===== src/rtl/pipe_ctrl.sv =====
// Pipeline sequencer for the 5-stage core: turns hazard, memory-busy and halt
// requests into pipe-register enables, bubble/flush controls and PC write enable.
module pipe_ctrl #(
    parameter int CNT_W = 16
) (
    input  logic             clk,
    input  logic             rst_n,
    input  logic             stall_decode,
    input  logic             flush_fetch,
    input  logic             imem_stall,
    input  logic             dmem_stall,
    input  logic             halt_id,
    input  logic             halt_wb,
    output logic             pc_en,
    output logic             en_if_id,
    output logic             en_id_ex,
    output logic             en_ex_mem,
    output logic             en_mem_wb,
    output logic             flush_if_id,
    output logic             bubble_id_ex,
    output logic             halted,
    output logic [CNT_W-1:0] stall_cnt,
    output logic [CNT_W-1:0] flush_cnt
);

    typedef enum logic [1:0] {
        S_INIT   = 2'd0,
        S_RUN    = 2'd1,
        S_DRAIN  = 2'd2,
        S_HALTED = 2'd3
    } state_t;

    localparam logic [CNT_W-1:0] CNT_ONE = {{(CNT_W-1){1'b0}}, 1'b1};
    localparam logic [CNT_W-1:0] CNT_MAX = {CNT_W{1'b1}};

    state_t state, state_next;

    always_ff @(posedge clk or negedge rst_n) begin
        if (!rst_n) begin
            state <= S_INIT;
        end else begin
            state <= state_next;
        end
    end

    always_comb begin
        state_next   = state;
        pc_en        = 1'b0;
        en_if_id     = 1'b0;
        en_id_ex     = 1'b0;
        en_ex_mem    = 1'b0;
        en_mem_wb    = 1'b0;
        flush_if_id  = 1'b0;
        bubble_id_ex = 1'b0;
        halted       = 1'b0;
        case (state)
            S_INIT: begin
                flush_if_id  = 1'b1;
                bubble_id_ex = 1'b1;
                state_next   = S_RUN;
            end
            S_RUN: begin
                pc_en     = 1'b1;
                en_if_id  = 1'b1;
                en_id_ex  = 1'b1;
                en_ex_mem = 1'b1;
                en_mem_wb = 1'b1;
                // Requests resolve in strict priority; a redirect outranks decode stalls and halts
                if (dmem_stall) begin
                    pc_en     = 1'b0;
                    en_if_id  = 1'b0;
                    en_id_ex  = 1'b0;
                    en_ex_mem = 1'b0;
                    en_mem_wb = 1'b0;
                end else if (flush_fetch) begin
                    flush_if_id = 1'b1;
                end else if (stall_decode) begin
                    pc_en        = 1'b0;
                    en_if_id     = 1'b0;
                    bubble_id_ex = 1'b1;
                end else if (halt_id) begin
                    pc_en       = 1'b0;
                    flush_if_id = 1'b1;
                    state_next  = S_DRAIN;
                end else if (imem_stall) begin
                    pc_en       = 1'b0;
                    flush_if_id = 1'b1;
                end
                if (halt_wb) begin
                    state_next = S_HALTED;
                end
            end
            S_DRAIN: begin
                en_if_id    = 1'b1;
                flush_if_id = 1'b1;
                en_id_ex    = !dmem_stall;
                en_ex_mem   = !dmem_stall;
                en_mem_wb   = !dmem_stall;
                if (halt_wb) begin
                    state_next = S_HALTED;
                end
            end
            S_HALTED: begin
                halted = 1'b1;
            end
            default: begin
                state_next = S_INIT;
            end
        endcase
    end

    // Performance counters only advance in RUN and stick at all-ones
    always_ff @(posedge clk or negedge rst_n) begin
        if (!rst_n) begin
            stall_cnt <= '0;
            flush_cnt <= '0;
        end else if (state == S_RUN) begin
            if (!pc_en && stall_cnt != CNT_MAX) begin
                stall_cnt <= stall_cnt + CNT_ONE;
            end
            if (flush_if_id && flush_cnt != CNT_MAX) begin
                flush_cnt <= flush_cnt + CNT_ONE;
            end
        end
    end

endmodule


===== config.mk =====
export PLATFORM = sky130hd
export DESIGN_NAME = pipe_ctrl
export DESIGN_NICKNAME = d
export VERILOG_FILES = /design/src/rtl/pipe_ctrl.sv
export SDC_FILE = /design/constraint.sdc
export NUM_CORES = 1
export LEC_CHECK = 0
export BUFFER_PORTS_ARGS = -buffer_cell sky130_fd_sc_hd__buf_4
export CORE_UTILIZATION = 57
export CTS_CLUSTER_SIZE = 14
export DETAILED_ROUTE_END_ITERATION = 16
export PLACE_DENSITY = 0.94
export SLEW_MARGIN = 10
export SYNTH_ARGS = -nofsm -noshare
export SYNTH_HDL_FRONTEND = slang
export SYNTH_SLANG_ARGS = --single-unit
export TNS_END_PERCENT = 5

===== constraint.sdc =====
create_clock -name clk -period 5.63 [get_ports clk]
set_clock_uncertainty 0.05 [all_clocks]
set_input_delay 0.563 -clock clk [delete_from_list [all_inputs] [get_ports clk]]
set_output_delay 0.563 -clock clk [all_outputs]
set_load 0.05 [all_outputs]

==> summary.md, run 1 <==
| Metric | Value |
|---|---|
| Post-CTS Setup Inserts | `0` |
| Mean Syn Cell Area | `10.3 um2` |
| Remaining global-route overflow | `0` |
| PortBufs | `47` |
| Synth Instances | `186` |
| Sequential area share after synthesis | `between 40% and 50%` |
| Layout Area Growth over Synthesis | `23.8%` |
| Clk Latency, worst-skew pair | `0.34 ns` |
| Die height | `60.0 um` |
| H-tree depth | `2` |
| Worst Tran Pin Value | `roughly 0.74 ns` |
| Wire per inst | `14.4 um` |
| Cell taking the most area after synthesis | `dfrtp_1` |
| Worst Setup End Kind | `output pin` |
| Via count | `approximately 1,600` |
| Routed WL | `just over 4000 um` |
| Crit-path max cell delay | `0.44 ns` |
| Core Util, Final | `roughly three quarters` |
| Grt met3 use | `5.63%` |
| Met2 Usage GRT | `roughly two fifths` |
| Synth async-reset ratio | `100%` |
| Setup TNS Final | `0 ns` |
| Clk Tree Root Cell | `clkbuf_4` |
| Leak | `1.18 nW` |
| Post-CTS Resized | `0` |
| Max cap viols | `0` |
| Placed insts | `approximately 270` |
| Area of the multi-input gates | `about 990 um2` |
| Synth warn | `0` |
| Row count | `20` |
| Slowest stage cell, crit path | `dfrtp_1` |
| Power Total | `around 1.1 mW` |
| Req. time, crit path | `~5 ns` |
| Fmax | `381 MHz` |
| Arrival @ worst endpoint | `~2.0 ns` |
| Tmin final | `between 2 and 3 ns` |
| Final worst path period share | `between 40% and 50%` |
| Num CTS Buffers | `5` |
| Sink Count | `34` |
| Maximum VDD drop | `about 380 uV` |
| ANT cells | `0` |
| Detailed placement HPWL | `2880 um` |
| Final setup fails | `0` |
| Synthesized cell area | `approximately 1900 um2` |
| Synth top area cells | `dfrtp_1, xor2_1, ha_1` |
| Die footprint | `between 3000 and 4000 um2` |
| GRT Max-Usage Layer | `met2` |
| Status | `complete, no violations` |
| CP cell instances | `inv_1 -> ha_1 -> nand2b_1 -> o31ai_1 -> or2_2 -> buf_4` |
| Layout cells sized above 1 | `between 20 and 30%` |
| Crit start category | `register` |
| Global-route wire length before repair | `6610 um` |
| # nets final | `around 250` |
| Hold Crit Class | `in2async` |
| Die W | `roughly 60 um` |
| GR Layer Usage met1 | `between 30 and 40%` |
| Initial Util | `about three fifths` |
| 1st-iter DRT viols | `a little under 90` |
| Io pins | `48` |
| Critical-path maximum fanout | `8` |
| Endpoints failing hold | `0` |
| Worst-path clk slew | `0.10 ns` |
| Initial antenna violation count | `0` |
| CP Class | `reg2out` |
| Critical Path Source | `state[1]` |
| GR Util All Layers | `25.0%` |
| R2r startpoint | `state[1]` |
| CORE AREA | `3130 um2` |
| Residual DRC count | `0` |
| RSZ-0062 raised after global routing | `false` |
| Vias per cell | `around 5.6` |
| Syn nets | `around 200` |
| Commonest register cell after synthesis | `dfrtp_1` |
| Vias in the first global route | `1,446` |
| Largest net degree at the start of global routing | `35` |
| Synthesized flop and latch total | `34` |
| Register area | `851 um2` |
| Max_slew headroom | `between 50% and 60%` |
| Pwr dens | `roughly 460 nW/um2` |
| Cell variety after synth | `39` |
| GPL Wtd Cong | `roughly 0.81` |
| Area share of the largest cell type after synthesis | `about 44%` |
| CTS max path bufs | `2` |
| Hold buffer count at CTS | `0` |
| Fin. max-slew vios | `0` |
| EDFF count, synth | `0` |
| CTS tree | `built` |
| Fillers | `~220` |
| Drt pass-1 iters | `4` |
| Final ANT Viol Nets | `0` |
| Non-filler cells, final | `about 280` |
logic make-up (layout without fill, tap and decap cells):
family	count (synthesis)	count (layout)	share of synthesized area, %
buffers and inverters	12	63	3.85
and+or+nand+nor	85	85	26.4
adders and majority gates	7	7	4.57
xor gates and xnor gates	24	24	11.0
muxes	5	5	2.94
AOI/OAI and AO/OA	19	19	6.91
DFF	34	34	44.4
worst max-delay path, delay by kind of cell (launching register included):
kind / cells / cell delay [ns]
AOI/OAI and AO/OA: 1 / 0.31
adders and majority gates: 1 / 0.30
buffers and inverters: 2 / 0.27
DFF: 1 / 0.44
and+or+nand+nor: 2 / 0.34
flip-flops by register name, indices dropped and copies added, names as in the netlist:
| register | cells |
|---|---|
| flush_cnt | 16 |
| stall_cnt | 16 |
| state | 2 |
final timing paths:
path                                 endpoint  slack (ns)  depth (start not counted)
worst max-delay path              flush_if_id        3.01                          6
worst min-delay path             stall_cnt[1]         0.1                          1
worst max register to register   flush_cnt[1]        3.25                          7
worst min register to register  stall_cnt[10]        0.44                          1
max in group asynchronous        flush_cnt[9]        5.13                          1
min in group clk                stall_cnt[10]        0.44                          1
per-layer routing:
layer | up-vias | wire length, um
li1 | 768 | -
met1 | 760 | 1850
met2 | 49 | 1940
met3 | 6 | 183
met4 | 0 | 70
met5 | - | 0
power breakdown:
group          switching (mW)  internal (mW)  total (mW)
logic                   0.391          0.175       0.566
registers              0.0613          0.289       0.350
clock network          0.0799         0.0853       0.165
total                   0.533          0.549        1.08
metrics by stage:
stage | hold slack [ns] | setup slack, ns | instance area, um2
6_report | 0.0970 | 3.01 | 2370
3_5_place_dp | 0.431 | 3.28 | 2300
2_1_floorplan | 0.217 | 2.66 | 1920
3_3_place_gp | 0.423 | 3.40 | 2300
5_1_grt | 0.102 | 2.86 | 2370
4_1_cts | 0.104 | 2.99 | 2370
cells in the final DEF (no fill, tap or decap), types with 2 or more instances in the layout:
cell	instances
nor4_2	4
clkbuf_8	3
o21ai_0	3
dfrtp_1	34
nand3_1	16
nand2_1	13
and4_1	4
nor4_1	4
xor2_1	17
buf_4	47
or2_2	3
and3_1	2
mux2_1	2
clkbuf_4	5
ha_1	7
o21bai_1	2
inv_1	7
mux2_2	3
o21ai_2	2
xnor2_1	7
nor2_1	12
nand4_1	5
nand2b_1	4
or3_1	3
a21oi_1	5
o31ai_1	3
nor3_1	8
area by class of cell:
class	count	share of cell area, %
multi-input cells	140	41.8
flip-flops and latches	34	35.8
repair buffers	47	14.9
clock buffers	8	3.32
well taps	44	2.32
inverters	8	1.84
Yosys cell counts, types with 4 or more instances:
cell      number
inv_1          7
and4_1         4
ha_1           7
nor2_1        12
nor3_1         8
xor2_1        17
xnor2_1        7
nor4_2         4
nand2b_1       4
nand2_1       13
nor4_1         4
nand4_1        5
a21oi_1        5
nand3_1       16
dfrtp_1       34
Power figures use the tool's default switching activity.
==> inputs of run 2 (changes only) <==
- ABC_AREA: not set -> 1
- CORE_UTILIZATION: 57 -> 50
- PLACE_DENSITY: 0.94 -> 0.86
- clock period: 5.63 -> 2.3 ns (I/O delays scaled with it)
==> run 2 against run 1 <==
  * Combinational power rose to 2.8 times the previous value
  * Wire length rose by 29%
  * Critical path depth fell by 1
  * Count of clock-buffer cells in the layout fell by 2
  * Synthesized area rose by 20%
  * Utilization fell by 12 points
  * Largest cell class unchanged
==> summary.md, run 2 <==
| Metric | Value |
|---|---|
| Commonest register cell after synthesis | `dfrtp_1` |
| Syn nets | `336 (+67%)` |
| Vias per cell | `5.21 (-7.5%)` |
| Hold path depth | `5` |
| Row count | `24 (+20%)` |
| Non-filler cells, final | `423 (+51%)` |
| 1st-iter DRT viols | `124 (+39%)` |
| GR Util All Layers | `22.5% (-2.5 points)` |
| EDFF count, synth | `0 (unchanged)` |
| Arrival @ worst endpoint | `1.72 ns (-0.29 ns)` |
| RSZ-0062 raised after global routing | `false` |
| Req. time, crit path | `2.02 ns (-3.00 ns)` |
| Final ANT Viol Nets | `0 (unchanged)` |
| Synth warn | `0 (unchanged)` |
| Routed WL | `5230 um (+29%)` |
| Fmax | `500 MHz` |
| Synth Instances | `321 (+73%)` |
| Largest net degree at the start of global routing | `35 (unchanged)` |
| Max cap viols | `0 (unchanged)` |
| H-tree depth | `2 (unchanged)` |
| PortBufs | `47 (unchanged)` |
| Synth async-reset ratio | `100% (unchanged)` |
| Most common cell in the netlist | `nand2_1` |
| Cell variety after synth | `30 (-23%)` |
| R2r endpoint | `flush_cnt[12]` |
| Reg2Reg Depth | `8 (+1)` |
| Synthesized flop and latch total | `34 (unchanged)` |
| Max_slew headroom | `70.6% (+20 points)` |
| Sink Count | `34 (unchanged)` |
| Vias in the first global route | `2,118 (+46%)` |
| Sequential area share after synthesis | `36.9% (-7.4 points)` |
| Clk Latency, worst-skew pair | `0.28 ns (-0.06 ns)` |
| Endpoints failing hold | `0 (unchanged)` |
| Status | `complete, no violations` |
| Worst-path clk slew | `0.06 ns (-0.04 ns)` |
| Pwr dens | `1020 nW/um2 (+120%)` |
| Clk Tree Root Cell | `clkbuf_8` |
| Hold Crit Class | `in2reg` |
| Maximum VDD drop | `721 uV (+89%)` |
| Hold buffer count at CTS | `1 (+1)` |
| Leading cell types in the layout, fill and taps excluded | `nand2_1, buf_4, dfrtp_1, nor2_1, inv_1` |
| CTS max path bufs | `2 (unchanged)` |
| Die footprint | `4880 um2 (+36%)` |
| Io pins | `48 (unchanged)` |
| R2r startpoint | `flush_cnt[0]` |
| # nets final | `387 (+54%)` |
| Layout Area Growth over Synthesis | `20.9%` |
| Residual DRC count | `0 (unchanged)` |
| Leading cell types by count after synthesis | `nand2_1, dfrtp_1, nor2_1` |
| Wire per inst | `12.4 um (-14%)` |
| Setup TNS Final | `0 ns (unchanged)` |
| Drt pass-1 iters | `4 (unchanged)` |
| Crit start category | `register` |
| CORE AREA | `4380 um2 (+40%)` |
| Worst Tran Pin Value | `0.440 ns (-0.297 ns)` |
| Leak | `1.47 nW (+25%)` |
| Via count | `2,204 (+39%)` |
| Fin. max-slew vios | `0 (unchanged)` |
| Placed insts | `416 (+52%)` |
| Die W | `69.9 um (+16%)` |
| Detailed placement HPWL | `3870 um (+34%)` |
| Final Cell Area | `2790 um2 (+17%)` |
| Crit path capture | `en_ex_mem` |
| Post-CTS Resized | `0 (unchanged)` |
| Critical Path Source | `state[0]` |
| Synth top area cells | `dfrtp_1, nand2_1, nor2_1` |
| Layout cells sized above 1 | `20.8% (-9.2 points)` |
| Final worst path period share | `slightly below 90%` |
| Commonest non-fill, non-tap cell in the layout | `nand2_1` |
| Worst hold margin | `0.244 ns (+0.147 ns)` |
| Critical-path maximum fanout | `4 (-4)` |
| Post-DP Area | `2690 um2 (+17%)` |
| Fillers | `375 (+70%)` |
| Synthesized cell area | `2300 um2 (+20%)` |
| Largest regs | `flush_cnt (16), stall_cnt (16), state (2)` |
| Worst Setup End Kind | `output pin` |
| Remaining global-route overflow | `0 (unchanged)` |
| R2R Setup Slk | `0.48 ns (-2.77 ns)` |
| CTS tree | `built` |
| Final setup fails | `0 (unchanged)` |
| Mean Syn Cell Area | `7.18 um2 (-30%)` |
| Global-route wire length before repair | `8960 um (+35%)` |
| Cell taking the most area after synthesis | `dfrtp_1` |
| Initial Util | `52.6% (-8.8 points)` |
| Post-CTS Setup Inserts | `0 (unchanged)` |
| Core Util, Final | `63.6% (-12 points)` |
| CP Class | `reg2out` |
| Tmin final | `between 1.5 and 2 ns` |
| Num CTS Buffers | `5 (unchanged)` |
| Die height | `69.9 um (+16%)` |
| GPL Wtd Cong | `0.857 (+5.5%)` |
| Area share of the largest cell type after synthesis | `36.9% (-7.4 points)` |
| Initial antenna violation count | `0 (unchanged)` |
| ANT cells | `0 (unchanged)` |
## run 2: worst min path at each step
stage	slack [ns]	from	to
2_1_floorplan	-0.12	rst_n	flush_cnt[0]
3_3_place_gp	0.15	rst_n	stall_cnt[0]
3_5_place_dp	0.16	rst_n	stall_cnt[2]
4_1_cts	0.25	halt_wb	state[0]
5_1_grt	0.27	halt_wb	state[0]
6_report	0.24	halt_wb	state[0]
## run 2: metal layers
| metal | GRT usage [%] | up-vias | wire [um] |
|---|---|---|---|
| met5 | 0 | - | 0 |
| met4 | 6.44 | 0 | 58 |
| met3 | 3.17 | 7 | 217 |
| met2 | 41.0 | 53 | 2660 |
| met1 | 27.4 | 1026 | 2300 |
| li1 | - | 1118 | - |
## run 2: power breakdown
part           leakage (nW)  internal, mW  switching [mW]
clock network        0.0431         0.231           0.210
registers             0.461         0.692           0.126
logic                 0.966         0.471            1.12
## run 2: per-stage QoR
step	power (mW)	setup slack, ns
2_1_floorplan	2.04	-0.0977
3_3_place_gp	2.38	0.573
3_5_place_dp	2.42	0.499
4_1_cts	2.86	0.301
5_1_grt	3.01	0.217
6_report	2.85	0.300
## run 2: worst max-delay path, stage by stage, from the launching register on
cell and delay [ns]:
dfrtp_1 0.41, inv_1 0.10, ha_1 0.34, inv_1 0.06, a211oi_2 0.27, buf_4 0.25
## run 2: kinds of logic after synthesis
logic type,synth area share (%)
xor+xnor,7.60
compound gates,3.91
buf+inv,6.95
flops,36.9
fa+ha+maj,3.80
simple gates,40.8
## run 2: cell type report
class                   count  area [um2]  share of cell area, %
clock buffers               6        82.6                   2.96
flip-flops and latches     34         851                   30.5
repair buffers             50         378                   13.6
well taps                  52        65.1                   2.33
inverters                  29         111                   4.00
multi-input cells         252        1300                   46.6
==> inputs of run 3 (changes only) <==
- ABC_AREA: 1 -> not set
- CORE_UTILIZATION: 50 -> 48
- PLACE_DENSITY: 0.86 -> 0.85
- SETUP_SLACK_MARGIN: not set -> 0.5
==> run 3 against run 2 <==
  * Fmax rose by 0.61%
  * Count of clock-buffer cells in the layout rose by 1
  * Worst hold slack improved by 0.0042 ns
  * Register-to-register slack got worse by 0.17 ns
  * Clock power rose by 3%
  * Largest cell class unchanged
  * Combinational power rose by 9%
  * Worst setup slack improved by 0.012 ns
  * Sequential power rose by 9.9%
  * Utilization rose by 8.0 points
  * Critical path depth rose by 2
  * Flip-flop and latch count did not move
==> summary.md, run 3 (synthesized netlist as in run 1, its figures left out) <==
| Metric | Value |
|---|---|
| Status | `complete, no violations` |
| Critical-path maximum fanout | `8 (+4)` |
| Maximum VDD drop | `971 uV (+35%)` |
| Setup TNS Final | `0 ns (unchanged)` |
| Endpoints failing hold | `0 (unchanged)` |
| Final ANT Viol Nets | `0 (unchanged)` |
| Critical Path Source | `state[1]` |
| CTS max path bufs | `2 (unchanged)` |
| Io pins | `48 (unchanged)` |
| 1st-iter DRT viols | `138 (+11%)` |
| Via count | `1,655 (-25%)` |
| Num CTS Buffers | `5 (unchanged)` |
| Largest regs | `flush_cnt (16), stall_cnt (16), state (2)` |
| # nets final | `262 (-32%)` |
| Sink Count | `34 (unchanged)` |
| Worst Tran Pin Value | `0.444 ns (+0.00407 ns)` |
| Worst slack, placed | `0.0468 ns (-0.452 ns)` |
| Req. time, crit path | `2.42 ns (+0.40 ns)` |
| Fin. max-slew vios | `0 (unchanged)` |
| Reg2Reg Depth | `7 (-1)` |
| Clk Latency, worst-skew pair | `0.29 ns (about the same)` |
| Leading cell types in the layout, fill and taps excluded | `buf_4, dfrtp_2, xor2_1, nand3_1, nand2_1` |
| Global-route wire length before repair | `7270 um (-19%)` |
| Fmax | `503 MHz (+0.61%)` |
| Layout cells sized above 1 | `49.2% (+28 points)` |
| Residual DRC count | `0 (unchanged)` |
| Largest net degree at the start of global routing | `35 (unchanged)` |
| Crit path capture | `flush_cnt[1]` |
| Die W | `65.2 um (-6.7%)` |
| Arrival @ worst endpoint | `2.11 ns (+0.39 ns)` |
| Layout Area Growth over Synthesis | `39.6%` |
| Crit start category | `register` |
| Hold Crit Class | `in2reg` |
| Worst-path clk slew | `0.07 ns (about the same)` |
| Worst Slack Setup Final | `0.312 ns (+0.0122 ns)` |
| Initial Util | `51.2% (-1.3 points)` |
| Final setup fails | `0 (unchanged)` |
| R2r endpoint | `flush_cnt[1]` |
| Vias per cell | `5.59 (+7.3%)` |
| Detailed placement HPWL | `2970 um (-23%)` |
| Final worst path period share | `86.4% (-0.53 points)` |
| Routed WL | `4380 um (-16%)` |
| Commonest non-fill, non-tap cell in the layout | `buf_4` |
| Max_slew headroom | `70.4% (-0.28 points)` |
| R2R Setup Slk | `0.31 ns (-0.17 ns)` |
| PortBufs | `47 (unchanged)` |
| Leak | `1.23 nW (-16%)` |
| Clk Tree Root Cell | `clkbuf_8` |
| Wire per inst | `14.8 um (+20%)` |
| Initial antenna violation count | `0 (unchanged)` |
| CTS tree | `built` |
| Worst Setup End Kind | `register` |
| Max cap viols | `0 (unchanged)` |
| GR Util All Layers | `22.7% (+0.19 points)` |
| H-tree depth | `2 (unchanged)` |
| Pwr dens | `1150 nW/um2 (+12%)` |
| CORE AREA | `3740 um2 (-15%)` |
| R2r startpoint | `state[1]` |
| RSZ-0062 raised after global routing | `true` |
| Tmin final | `1.99 ns (-0.0122 ns)` |
| Drt pass-1 iters | `4 (unchanged)` |
| Vias in the first global route | `1,560 (-26%)` |
| CP Class | `reg2reg` |
| GPL Wtd Cong | `0.809 (-5.6%)` |
| Row count | `22 (-8.3%)` |
| Remaining global-route overflow | `0 (unchanged)` |
| Die height | `65.2 um (-6.7%)` |
| ANT cells | `0 (unchanged)` |
| Die footprint | `4250 um2 (-13%)` |
## run 3: cell count changes in the layout (fill, tap and decap cells not counted), sizes merged, moves of 5 or more
cell / change
nor2: -24
nand2: -127
nor3: +7
xnor2: -5
nand4: -10
inv: -21
nor4: +9
buf: +7
xor2: +9
mux2: +5
## run 3: report_power, final
group	internal (mW)	switching [mW]	total, mW
clock	0.241	0.213	0.454
sequential	0.722	0.177	0.899
combinational	0.624	1.10	1.73
total	1.59	1.49	3.08
## run 3: repair_timing
action,4_1_cts,5_1_grt
hold endpoints to repair,34,0
buffers inserted,6,0
gates cloned,1,0
pin swaps,5,0
hold buffers,1,0
endpoints found under the setup margin,24,31
gates resized for setup,17,2
## run 3: worst min path at each step
| stage | start | endpoint | slack (ns) | cells past startpoint |
|---|---|---|---|---|
| global route | halt_wb | state[0] | 0.27 | 3 |
| CTS | halt_wb | state[0] | 0.24 | 3 |
| floorplan | rst_n | flush_cnt[0] | -0.12 | 0 |
| finish | halt_wb | state[0] | 0.25 | 3 |
| detailed placement | rst_n | stall_cnt[2] | 0.15 | 1 |
| global placement | rst_n | state[0] | 0.15 | 1 |
## run 3: worst max-delay path: stages, from the launching register on
cell and delay (ns):
dfrtp_1 0.42, ha_2 0.30, o21bai_4 0.17, o31ai_4 0.10
buf_4 0.15, o21ai_4 0.30, nor2_2 0.09, mux2_4 0.30
## run 3: routing by layer
metal  track usage, %  share of wire [%]
met1             29.3                 45
met2             36.1                 49
met3             5.73                3.8
met4             9.24                2.0
met5                0                  0
## run 3: stage by stage
| stage | cell area, um2 | power [mW] | utilization (%) | instances | hold WS [ns] |
|---|---|---|---|---|---|
| after floorplan | 2020 | 2.02 | - | 186 | -0.116 |
| after global placement | 2430 | 2.36 | 64.8 | 280 | 0.152 |
| after detailed placement | 2430 | 2.40 | 64.8 | 280 | 0.149 |
| after CTS | 2670 | 3.07 | 71.2 | 296 | 0.244 |
| after global routing | 2680 | 3.23 | 71.5 | 296 | 0.266 |
| final | 2680 | 3.08 | 71.5 | 296 | 0.248 |
## run 3: layout make-up
type	instances	area, um2
fillers	281	1070
multi-input cells	141	1180
clock buffers	7	86.3
clock inverters	1	5.00
flip-flops and latches	34	878
inverters	8	37.5
well taps	48	60.1
repair buffers	57	434
